[src/rtl/moore_pkg.sv]
// Purpose: shared helpers for the Moore sequence detector (width math, limits).
// Latency: n/a (elaboration-time constants and constant functions only).
// Backpressure: n/a.
package moore_pkg;

  // Longest pattern the next-state builder is sized for.
  localparam int MAX_PAT_LEN = 8;

  // Ceiling log2; clog2(1) = 0.
  function automatic int clog2(input int value);
    int r;
    r = 0;
    for (int i = 0; i < 31; i++) begin
      if ((1 << i) < value) r = i + 1;
    end
    return r;
  endfunction

  // States S0..S_patLen need patLen+1 encodings.
  function automatic int stateWidth(input int patLen);
    return clog2(patLen + 1);
  endfunction

endpackage

[src/rtl/dff_stage.sv]
// Purpose: N-bit register with synchronous active-high reset and load enable.
// Latency: 1 cycle from d to q on an enabled edge.
// Backpressure: none; en=0 holds the current value.
// Ports: clk (rising edge), rst (sync, high), en (load), d (next value), q (current value).
module dff_stage #(
  parameter int W = 1
) (
  input  logic         clk,
  input  logic         rst,
  input  logic         en,
  input  logic [W-1:0] d,
  output logic [W-1:0] q
);

  always_ff @(posedge clk) begin
    if (rst) begin
      q <= '0;
    end else if (en) begin
      q <= d;
    end
  end

endmodule

[src/rtl/moore_seq_detector.sv]
// Purpose: Moore FSM detecting PATTERN (MSB first) in a serial bit stream, with a saturating hit counter.
// Latency: outputZ rises the cycle after the edge that accepts the final pattern bit.
// Backpressure: none; inputEn=0 freezes state/count/err (except recovery from an illegal state).
// Ports: inputClk, inputR (sync reset, high), inputEn (sample valid), inputX (data bit),
//        outputZ (detect), outputState (state index), outputCount (hits), outputErr (sticky illegal-state).
module moore_seq_detector
  import moore_pkg::*;
#(
  parameter int               PAT_LEN = 4,
  parameter logic [PAT_LEN-1:0] PATTERN = 4'b1011,
  parameter bit               OVERLAP = 1'b1,
  parameter int               CNT_W   = 8,
  localparam int              STATE_W = stateWidth(PAT_LEN)
) (
  input  logic               inputClk,
  input  logic               inputR,
  input  logic               inputEn,
  input  logic               inputX,
  output logic               outputZ,
  output logic [STATE_W-1:0] outputState,
  output logic [CNT_W-1:0]   outputCount,
  output logic               outputErr
);

  // Next state from Sk on bit x: longest prefix of PATTERN that is a suffix of
  // (first k pattern bits, x). Evaluated only at elaboration.
  function automatic int nextOf(input int k, input logic x);
    logic [MAX_PAT_LEN:0] seq;
    int                   len;
    int                   best;
    logic                 ok;
    seq = '0;
    for (int i = 0; i < PAT_LEN; i++) begin
      if (i < k) seq[i] = PATTERN[PAT_LEN-1-i];
    end
    seq[k] = x;
    len  = k + 1;
    best = 0;
    for (int m = 1; m <= PAT_LEN; m++) begin
      ok = (m <= len);
      for (int j = 0; j < PAT_LEN; j++) begin
        if (ok && (j < m)) begin
          if (seq[len-m+j] != PATTERN[PAT_LEN-1-j]) ok = 1'b0;
        end
      end
      if (ok) best = m;
    end
    return best;
  endfunction

  logic [STATE_W-1:0] nextTbl0 [PAT_LEN+1];
  logic [STATE_W-1:0] nextTbl1 [PAT_LEN+1];

  for (genvar k = 0; k <= PAT_LEN; k++) begin : gTbl
    // Without overlap, a completed match restarts as if from S0.
    localparam int SRC = ((k == PAT_LEN) && !OVERLAP) ? 0 : k;
    assign nextTbl0[k] = STATE_W'(nextOf(SRC, 1'b0));
    assign nextTbl1[k] = STATE_W'(nextOf(SRC, 1'b1));
  end

  logic [STATE_W-1:0] state;
  logic [STATE_W-1:0] stateNext;
  logic [CNT_W-1:0]   count;
  logic               illegal;
  logic               enterDetect;

  assign illegal = (state > STATE_W'(PAT_LEN));

  // An out-of-range state matches no table row, so stateNext falls back to S0.
  always_comb begin
    stateNext = '0;
    for (int k = 0; k <= PAT_LEN; k++) begin
      if (state == STATE_W'(k)) stateNext = inputX ? nextTbl1[k] : nextTbl0[k];
    end
  end

  assign enterDetect = inputEn && !illegal && (stateNext == STATE_W'(PAT_LEN));

  // Illegal-state recovery ignores inputEn.
  dff_stage #(.W(STATE_W)) uStateReg (
    .clk (inputClk),
    .rst (inputR),
    .en  (inputEn | illegal),
    .d   (stateNext),
    .q   (state)
  );

  dff_stage #(.W(CNT_W)) uCountReg (
    .clk (inputClk),
    .rst (inputR),
    .en  (enterDetect && (count != {CNT_W{1'b1}})),
    .d   (count + CNT_W'(1)),
    .q   (count)
  );

  // Sticky: loads 1 on any illegal-state edge, cleared only by reset.
  dff_stage #(.W(1)) uErrReg (
    .clk (inputClk),
    .rst (inputR),
    .en  (illegal),
    .d   (1'b1),
    .q   (outputErr)
  );

  assign outputZ     = (state == STATE_W'(PAT_LEN));
  assign outputState = state;
  assign outputCount = count;

endmodule

[config.mk]
export PLATFORM = sky130hd
export DESIGN_NAME = moore_seq_detector
export DESIGN_NICKNAME = d
export VERILOG_FILES = /design/src/rtl/moore_pkg.sv /design/src/rtl/dff_stage.sv /design/src/rtl/moore_seq_detector.sv
export SDC_FILE = /design/constraint.sdc
export NUM_CORES = 1
export LEC_CHECK = 0
export ABC_AREA = 1
export CAP_MARGIN = 20
export CORE_AREA = 2 2 50 52
export CTS_BUF_LIST = sky130_fd_sc_hd__clkbuf_2 sky130_fd_sc_hd__clkbuf_4 sky130_fd_sc_hd__clkbuf_8
export CTS_CLUSTER_DIAMETER = 200
export DETAILED_ROUTE_END_ITERATION = 12
export DIE_AREA = 0 0 52 54
export DONT_BUFFER_PORTS = 1
export HOLD_SLACK_MARGIN = 0.15
export SLEW_MARGIN = 15
export SYNTH_ARGS = -nofsm -noshare
export SYNTH_HDL_FRONTEND = slang
export SYNTH_SLANG_ARGS = --single-unit
[constraint.sdc]
create_clock -name inputClk -period 1.4 [get_ports inputClk]
set_clock_uncertainty 0.05 [all_clocks]
set_input_delay 0.14 -clock inputClk [delete_from_list [all_inputs] [get_ports inputClk]]
set_output_delay 0.14 -clock inputClk [all_outputs]
set_load 0.02 [all_outputs]
==> impl_metrics.py <==
metrics = {
    "run_status": {
        "status": "finished, final reports clean",
    },
    "clock_network": {
        "cts_tree": "built",
        "cts-root-buf": "clkbuf_4",
        "cts_buffers": 3,
        "clock_latency_ns": 0.27,
        "ctsHtreeMaxLevel": 1,
        "clk_pin_slew_ns": 0.08,
        "cts.sinks": 12,
        "cts.path.max_buffers": 2,
    },
    "synthesis": {
        "muxShareOfSynthArea": 0,
        "synth_top_family_by_area": "simple AND/OR/NAND/NOR gates",
        "synth_cells": 96,
        "synth_area_per_cell_um2": 6.83,
        "synth_cell_types": 17,
        "synth_compound_area_frac": 0.120,
        "synth-simple-area-share": 0.385,
        "synth_ff_type": "dfxtp_1",
        "synth_top_area_cell": "dfxtp_1",
        "synthDominantCellAreaShare": 0.366,
        "syn_area_um2": 656,
        "ys_async_sr_fraction": 0,
        "synth_xor_area_frac": 0.0401,
        "syn-num-nets": 101,
        "synth.area.top_cells": "dfxtp_1 (37%), nand2_1 (19%), a21oi_1 (9.2%)",
        "synth_edf_count": 0,
        "synth.ff_latch_count": 12,
        "yosysWarnings": 0,
        "synthAdderAreaFrac": 0.0191,
        "ys_seq_area_frac": 0.366,
    },
    "global_route": {
        "overflow": 0,
        "grt_start_max_net_pins": 13,
        "grt_antenna_before_repair": 0,
        "grt_pass1_vias": 637,
        "grt_use_total": 0.126,
        "grt_pass1_wl_um": 2620,
    },
    "placement": {
        "portBuffers": 0,
        "placed_area_um2": 796,
        "gp_congestion": 0.778,
        "hpwl_um": 1170,
    },
    "floorplanning": {
        "num_io_pins": 17,
        "die_h_um": 54,
        "fp.dieW_um": 52,
        "initial_core_util": 0.283,
        "row_count": 18,
        "core_area_um2": 2320,
        "die_area_um2": 2810,
    },
    "worst_hold_path": {
        "min_from": "uCountReg.q[5]",
        "holdPathEnd": "uCountReg.q[5]",
        "min_path_type": "reg -> reg",
        "hold_depth": 2,
    },
    "layout": {
        "nFillCells": 242,
        "multi_input_area_um2": 393,
        "design_area_um2": 901,
        "layout_common_cells": "nand2_1 (33), buf_4 (14), a21oi_1 (12)",
        "syn2layout_area_growth_pct": 37.4,
        "n_antenna_cell": 0,
        "drive_above_1_share": 0.274,
        "seq_area_um2": 246,
        "nets": 123,
        "layout_commonest_cell": "nand2_1",
    },
    "detailed_routing": {
        "first_iter_violations": 18,
        "wl_met3_um": 127,
        "wl_per_cell_um": 11.0,
        "top_layer": "met3",
        "drtPass1Iterations": 4,
        "drc_errors": 0,
        "wl_met2_um": 819,
        "num_vias": 708,
        "drt.antenna.violating_nets": 0,
        "wl_um": 1620,
        "vias_per_cell": 4.82,
        "wl_met1_um": 669,
    },
    "setup_path": {
        "critPathArrivalTime_ns": 1.16,
        "cp_slowest_cell": "dfxtp_4",
        "rr_endpoint": "uCountReg.q[1]",
        "r2r_setup_slack_ns": 0.10,
        "cp_data_required_time_ns": 1.21,
        "cp_slowest_stage_delay_ns": 0.37,
        "critPathTopFamily": "flip-flops",
        "worst-path-max-fanout": 4,
        "path_cells": "buf_4 > nor2_1 > nand2_1 > inv_2 > buf_6",
        "r2r-start": "uCountReg.q[0]",
        "ff2ff_path_depth": 8,
        "timing_worst_setup_path_type": "reg -> out",
        "cp-start-kind": "register",
        "path_buf_inv": 3,
        "end_kind": "output pin",
    },
    "power": {
        "p_leak_nw": 0.382,
        "p_per_area_nw_per_um2": 737,
        "ir_drop_uv": 478,
    },
    "timing": {
        "post-route-period-util": 0.965,
        "slew_viol_final": 0,
        "setup_violations": 0,
        "holdWs_ns": 0.441,
        "worst_slew_pin_slew_ns": 0.469,
        "max_freq_mhz": 740,
        "finalCriticalPeriod_ns": 1.35,
        "hold_viol": 0,
        "rsz0062_at_grt": "true",
        "relSlewSlack": 0.687,
    },
    "flow_run": {
        "drv_cap": 0,
    },
}
==> worst reg2reg max path, delay by kind of cell (launching register included) <==
family,cells,cell delay [ns]
flip-flops,1,0.32
AND/OR/NAND/NOR,4,0.41
buffers and inverters,2,0.13
AO/OA/AOI/OAI,1,0.12
adder cells (fa/ha/maj),1,0.21
==> how the worst max path moves through the flow <==
stage                         startpoint  slack, ns              to  cells past startpoint
after floorplan           uCountReg.q[1]      0.004  uCountReg.q[5]                      7
after global placement    uCountReg.q[0]       0.08  uCountReg.q[1]                      8
after detailed placement  uCountReg.q[0]       0.05  uCountReg.q[1]                      8
after CTS                 uStateReg.q[1]       0.01         outputZ                      5
after global routing      uCountReg.q[0]      -0.04  uCountReg.q[6]                      8
final                     uStateReg.q[0]       0.05         outputZ                      5
==> flip-flops by register name, summed over array words and instances, names as in the netlist <==
register / cells
uStateReg.q: 3
uErrReg.q: 1
uCountReg.q: 8
==> layout make-up <==
| cell class | count | share of cell area |
|---|---|---|
| multi-input cells | 72 | 0.436 |
| repair buffers | 18 | 0.162 |
| clock buffers | 4 | 0.0403 |
| flip-flops and latches | 12 | 0.274 |
| inverters | 11 | 0.0458 |
| well taps | 30 | 0.0417 |
==> kinds of logic after synthesis <==
group	after synthesis
and+or+nand+nor	53
AOI/OAI and AO/OA	15
buffers and inverters	12
DFF	12
xor gates and xnor gates	3
adders and majority gates	1
==> layer usage <==
layer  vias up  track usage
met1       330        0.146
met4         0       0.0395
li1        355            -
met5         -            0
met2        23        0.200
met3         0       0.0639
==> cells in the mapped netlist (2+ instances only) <==
master / n
a21oi_1: 12
dfxtp_1: 12
inv_1: 11
nand2_1: 34
nand2_2: 2
nand3_1: 5
nand3_2: 2
nand3b_1: 2
nand4_1: 3
nor2_1: 3
nor2_4: 2
o21ai_0: 2
xnor2_1: 2
==> stage by stage <==
stage	instances	power, W	setup slack [ns]	util	TNS (ns)
2_1_floorplan	96	0.000377	0.00425	-	0
3_3_place_gp	139	0.000380	0.0821	0.343	0
3_5_place_dp	139	0.000381	0.0468	0.343	0
4_1_cts	146	0.000674	0.0117	0.372	0
5_1_grt	147	0.000701	-0.0381	0.388	-0.175
6_report	147	0.000664	0.0485	0.388	0
==> where the power goes <==
| group | switching (W) | internal, W |
|---|---|---|
| Combinational | 0.0000247 | 0.0000154 |
| Sequential | 0.00000504 | 0.000343 |
| Clock | 0.000118 | 0.000158 |
| Total | 0.000148 | 0.000517 |
==> what timing repair did <==
item                                    CTS  global route
setup buffers                             0             1
endpoints found under the setup margin    1             9
hold buffers                              3             0
gates resized for setup                   1             8
pin swaps                                 0             1
hold endpoints to repair                 12             0
Note: power is estimated with default switching activity, not from simulation.
